File: src/rtl/glb_pe_ctrl.sv
// glb_pe_ctrl - global-buffer to PE-array controller for one 1-D convolution pass.
//
// Pulls S weights and then O*S ifmap words from a valid/ready source and forwards
// them one beat at a time onto the global bus. Each beat carries a multicaster
// column tag and the PE mux selects it needs. psum_valid flags each finished
// output pixel.
//
// Ports:
//   clk, rstn          clock (rising edge); synchronous reset, active high
//   start              begin a pass; ignored unless idle
//   cfg_filt_len       filter taps S (latched on start)
//   cfg_ofmap_len      output pixels O (latched on start)
//   src_valid/ready    source handshake
//   src_data           source word
//   bus_valid/ready    global-bus handshake
//   bus_data           beat payload
//   bus_col_id         destination column tag
//   bus_is_wgt         beat carries a weight
//   mult_seln          1 = PE loads weight, 0 = PE multiplies
//   acc_seln           0 = restart psum from product, 1 = accumulate
//   psum_valid         one-cycle pulse per completed output pixel
//   busy               pass in progress
//   done               one-cycle pulse at pass end
module glb_pe_ctrl #(
   parameter int DATA_WIDTH = 16,
   parameter int NUM_COL    = 4,
   parameter int MAX_S      = 8,
   localparam int CW        = $clog2(NUM_COL),
   localparam int SW        = $clog2(MAX_S + 1)
) (
   input  logic                  clk,
   input  logic                  rstn,
   input  logic                  start,
   input  logic [SW-1:0]         cfg_filt_len,
   input  logic [7:0]            cfg_ofmap_len,
   input  logic                  src_valid,
   input  logic [DATA_WIDTH-1:0] src_data,
   output logic                  src_ready,
   output logic                  bus_valid,
   output logic [DATA_WIDTH-1:0] bus_data,
   output logic [CW-1:0]         bus_col_id,
   output logic                  bus_is_wgt,
   input  logic                  bus_ready,
   output logic                  mult_seln,
   output logic                  acc_seln,
   output logic                  psum_valid,
   output logic                  busy,
   output logic                  done
);

   localparam logic [2:0] ST_IDLE   = 3'd0;
   localparam logic [2:0] ST_LOAD_W = 3'd1;
   localparam logic [2:0] ST_STREAM = 3'd2;
   localparam logic [2:0] ST_DRAIN  = 3'd3;
   localparam logic [2:0] ST_DONE   = 3'd4;

   logic [2:0]      state_q;
   logic [SW-1:0]   filt_q;
   logic [7:0]      ofm_q;
   logic [SW-1:0]   tap_q;
   logic [7:0]      pix_q;
   logic [CW-1:0]   col_q;

   // output slot
   logic                  slot_valid_q;
   logic [DATA_WIDTH-1:0] slot_data_q;
   logic [CW-1:0]         slot_col_q;
   logic                  slot_wgt_q;
   logic                  slot_mult_q;
   logic                  slot_acc_q;
   logic                  slot_last_q;
   logic                  psum_q;

   logic          cfg_ok;
   logic          last_tap;
   logic          last_pix;
   logic [CW-1:0] col_next;
   logic          slot_free;
   logic          accept;

   assign cfg_ok    = (filt_q != '0) && (filt_q <= SW'(MAX_S)) && (ofm_q != '0);
   assign last_tap  = (tap_q == filt_q - SW'(1));
   assign last_pix  = (pix_q == ofm_q - 8'd1);
   assign col_next  = (col_q == CW'(NUM_COL - 1)) ? '0 : col_q + CW'(1);
   assign slot_free = !slot_valid_q || bus_ready;

   // A bad config still spends one cycle in LOAD_W (with the source held off)
   // so that its done pulse lines up with where a good pass's first beat would be.
   assign src_ready = (((state_q == ST_LOAD_W) && cfg_ok) || (state_q == ST_STREAM)) && slot_free;
   assign accept    = src_valid && src_ready;

   assign bus_valid  = slot_valid_q;
   assign bus_data   = slot_data_q;
   assign bus_col_id = slot_col_q;
   assign bus_is_wgt = slot_wgt_q;
   assign mult_seln  = slot_mult_q;
   assign acc_seln   = slot_acc_q;
   assign psum_valid = psum_q;
   assign busy       = (state_q != ST_IDLE);
   assign done       = (state_q == ST_DONE);

   always_ff @(posedge clk) begin
      if (rstn) begin
         state_q      <= ST_IDLE;
         filt_q       <= '0;
         ofm_q        <= '0;
         tap_q        <= '0;
         pix_q        <= '0;
         col_q        <= '0;
         slot_valid_q <= 1'b0;
         slot_data_q  <= '0;
         slot_col_q   <= '0;
         slot_wgt_q   <= 1'b0;
         slot_mult_q  <= 1'b1;
         slot_acc_q   <= 1'b0;
         slot_last_q  <= 1'b0;
         psum_q       <= 1'b0;
      end else begin
         psum_q <= slot_valid_q && bus_ready && slot_last_q;

         // drain and refill in the same cycle keeps one beat per cycle
         if (accept) begin
            slot_valid_q <= 1'b1;
            slot_data_q  <= src_data;
            slot_col_q   <= col_q;
            slot_wgt_q   <= (state_q == ST_LOAD_W);
            slot_mult_q  <= (state_q == ST_LOAD_W);
            slot_acc_q   <= (state_q == ST_STREAM) && (tap_q != '0);
            slot_last_q  <= (state_q == ST_STREAM) && last_tap;
         end else if (bus_ready) begin
            slot_valid_q <= 1'b0;
         end

         case (state_q)
            ST_IDLE: begin
               if (start) begin
                  filt_q  <= cfg_filt_len;
                  ofm_q   <= cfg_ofmap_len;
                  tap_q   <= '0;
                  pix_q   <= '0;
                  col_q   <= '0;
                  state_q <= ST_LOAD_W;
               end
            end
            ST_LOAD_W: begin
               if (!cfg_ok) begin
                  state_q <= ST_DONE;
               end else if (accept) begin
                  if (last_tap) begin
                     tap_q   <= '0;
                     col_q   <= '0;
                     state_q <= ST_STREAM;
                  end else begin
                     tap_q <= tap_q + SW'(1);
                     col_q <= col_next;
                  end
               end
            end
            ST_STREAM: begin
               if (accept) begin
                  if (last_tap) begin
                     tap_q <= '0;
                     col_q <= col_next;
                     if (last_pix) state_q <= ST_DRAIN;
                     else          pix_q   <= pix_q + 8'd1;
                  end else begin
                     tap_q <= tap_q + SW'(1);
                  end
               end
            end
            ST_DRAIN: begin
               if (slot_free) state_q <= ST_DONE;
            end
            ST_DONE: state_q <= ST_IDLE;
            default: state_q <= ST_IDLE;
         endcase
      end
   end

endmodule
File: config.mk
export PLATFORM = sky130hd
export DESIGN_NAME = glb_pe_ctrl
export DESIGN_NICKNAME = d
export VERILOG_FILES = /design/src/rtl/glb_pe_ctrl.sv
export SDC_FILE = /design/constraint.sdc
export NUM_CORES = 1
export LEC_CHECK = 0
export CAP_MARGIN = 20
export CORE_AREA = 5 5 110 81
export DETAILED_ROUTE_END_ITERATION = 10
export DIE_AREA = 0 0 115 86
export DONT_BUFFER_PORTS = 1
export PLACE_DENSITY = 0.44
export SLEW_MARGIN = 25
export SYNTH_ARGS = -nofsm -noshare
export SYNTH_HDL_FRONTEND = slang
export SYNTH_SLANG_ARGS = --single-unit
File: constraint.sdc
create_clock -name clk -period 2.34 [get_ports clk]
set_input_delay 0.351 -clock clk [delete_from_list [all_inputs] [get_ports clk]]
set_output_delay 0.351 -clock clk [all_outputs]
set_load 0.005 [all_outputs]
==> results.json <==
{
  "status": "completed",
  "powerDensity_mw_per_mm2": 674,
  "clock_latency_ns": 0.31,
  "met1_usage_pct": 20.1,
  "fp-row-count": 27,
  "clk_pin_slew_ns": 0.10,
  "synth.avg_cell_area_sq_um": 8.25,
  "synth_top_family_by_area": "simple AND/OR/NAND/NOR gates",
  "multi_input_comb_area_sq_mm": 0.00146,
  "synth_seq_cells": 53,
  "drv_slew": 0,
  "crit_start": "ofm_q[0]",
  "syn_nets": 360,
  "fmax_mhz": 459,
  "setup-violations-final": 0,
  "final.setup.tns_ns": 0,
  "synth_compound_area_share_pct": 17.0,
  "ant_nets": 0,
  "dp_hpwl_um": 4820,
  "grt_max_degree": 47,
  "peakVddDrop_uv": 260,
  "hold_buffers": 0,
  "grt_pass1_wl_um": 10600,
  "cts.sink_count": 53,
  "r2r_start": "ofm_q[0]",
  "yosysSeqAreaShare_pct": 40.2,
  "io-pin-count": 59,
  "required_ns": 2.58,
  "final_common_cell": "nand2_1",
  "antenna_found_initial": 0,
  "cts_tree": "yes",
  "firstDrtPassIters": 5,
  "muxShareOfSynthArea_pct": 0.426,
  "avgRoutedWirePerCell_um": 15.6,
  "start_kind": "register",
  "yosysWarnings": 0,
  "hold_violations": 0,
  "ff2ff_setup_slack_ns": 0.16,
  "die_h_um": 86,
  "rsz0062_at_grt": "false",
  "n_fill_cell": 825,
  "finalCriticalPeriod_ns": 2.18,
  "wl_um": 6580,
  "path_class": "register to register",
  "crit_fanout": 16,
  "vias_per_cell": 5.28,
  "relSlewSlack_pct": 69.8,
  "worstReg2RegEnd": "pix_q[3]",
  "layout_common_cells": "nand2_1 (74), dfxtp_1 (53), a21oi_1 (42)",
  "fin_worst_skew_ns": 0.00935,
  "worstMarginPinSlew_ns": 0.449,
  "synth_cell_types": 55,
  "postSynthCellCount": 320,
  "synth_top_area_share_pct": 40.2,
  "clockBufferDepth": 2,
  "fin_nets": 361,
  "cap_violations": 0,
  "insertedDiodeCount": 0,
  "synth_xor_area_share_pct": 7.06,
  "port_buffers": 0,
  "cts_made_buffers": 5,
  "layout-drive-gt1-share_pct": 10.6,
  "synthesis.area_sq_mm": 0.00264,
  "final_core_util_pct": 37.3,
  "hold_path_class": "input port to register",
  "die_x_um": 115,
  "async_reset_ff_share_pct": 0,
  "synth_area_leaders": "dfxtp_1 (40%), nand2_1 (11%), a21oi_1 (8.0%)",
  "gp_congestion": 0.807,
  "start_util_pct": 34.3,
  "top_usage_layer": "met1",
  "dieArea_sq_mm": 0.00989,
  "reg2reg_depth": 9,
  "endpoint": "pix_q[3]",
  "synth_area_leader_cell": "dfxtp_1",
  "final.period_utilization_pct": 93.1,
  "via_count": 2234,
  "synth_adder_area_share_pct": 3.32,
  "drc": 0,
  "synth_enable_flop_cells": 0,
  "drt_iter0_markers": 178,
  "grtUsageMet2_pct": 18.6,
  "grt_util_all_layers_pct": 13.4,
  "grt_pass1_vias": 2035,
  "p_leak_nw": 1.05,
  "areaGrowthSynthToFinish_pct": 8.72,
  "grt_overflow": 0,
  "arrival_ns": 2.42,
  "regArea_sq_mm": 0.00106,
  "root_buffer": "clkbuf_8",
  "synth-simple-area-share_pct": 26.7,
  "use_met3_pct": 3.81,
  "synthFlopType": "dfxtp_1",
  "worstSetupEndpointType": "register",
  "htreeDepth": 2,
  "core-area_sq_mm": 0.00770
}
## power by group
part	switching, W	internal [W]	leakage (nW)
sequential	0.0000503	0.000944	0.430
clock	0.000322	0.000213	0.0445
combinational	0.000241	0.000163	0.579
total	0.000613	0.00132	1.05
## cell usage after synthesis, drive strengths merged, types with 3 or more instances
cell type / instances
o21ai: 4
nand2: 74
xor2: 9
o22ai: 4
nor4: 4
nor2: 14
o31ai: 5
a31oi: 3
inv: 8
and3: 4
nand3: 8
a21oi: 42
buf: 10
nand4: 4
or4: 6
nor2b: 3
ha: 7
dfxtp: 53
xnor2: 8
clkbuf: 8
nor3b: 4
nor3: 12
## cells by family (layout without fill, tap and decap cells)
group	count (synthesis)	after routing
simple gates	143	143
compound gates	72	72
mux	1	1
flops	53	53
xor+xnor	18	18
fa+ha+maj	7	7
buf+inv	26	28
## worst max-delay path, stage by stage (launching register included)
cell	delay [ns]
dfxtp_1	0.34
inv_1	0.07
ha_1	0.26
o21ba_1	0.18
a221oi_1	0.34
o22ai_2	0.18
nor4_4	0.34
buf_12	0.17
o31ai_1	0.07
a21oi_1	0.15
## layer usage
layer,vias to the layer above,wire [um]
met5,-,0
met4,0,64
met3,7,410
met2,62,2670
met1,1037,3440
li1,1128,-
## area by class of cell
type                       count  area share (%)
clock buffer                   5            2.40
clock inverter                 3           0.741
inverter                       8            1.05
multi-input combinational    241            50.8
sequential                    53            37.0
tap                          101            4.40
timing repair buffer          12            3.70
## registers in the layout, indices dropped and copies added, names as in the netlist, 2 cells and up
register and cells:
col_q 2, bus_data 16, tap_q 4, bus_col_id 2, pix_q 8, ofm_q 8, state_q 3, filt_q 4
## worst min-delay path by stage
| stage | start | to | depth (start not counted) |
|---|---|---|---|
| global route | rstn | bus_data[2] | 1 |
| finish | rstn | bus_data[7] | 1 |
| CTS | rstn | bus_data[3] | 1 |
| detailed placement | rstn | bus_data[3] | 1 |
| floorplan | slot_last_q | slot_last_q | 2 |
| global placement | rstn | bus_data[7] | 1 |
## stage by stage
step	setup WS [ns]	hold slack, ns	instance area (sq um)	std cells	total power (W)
after CTS	0.0569	0.0747	2850	423	0.00196
final	0.161	0.0922	2870	423	0.00193
after global routing	0.0000175	0.0550	2870	423	0.00207
after global placement	0.161	0.424	2760	415	0.00141
after floorplan	0.184	0.432	2640	320	0.00133
after detailed placement	0.152	0.426	2760	415	0.00141
## timing repair
| action | CTS | global route |
|---|---|---|
| setup endpoints to repair | 0 | 25 |
| buffers inserted | 0 | 0 |
| gates resized for setup | 0 | 4 |
Power figures use the tool's default switching activity.
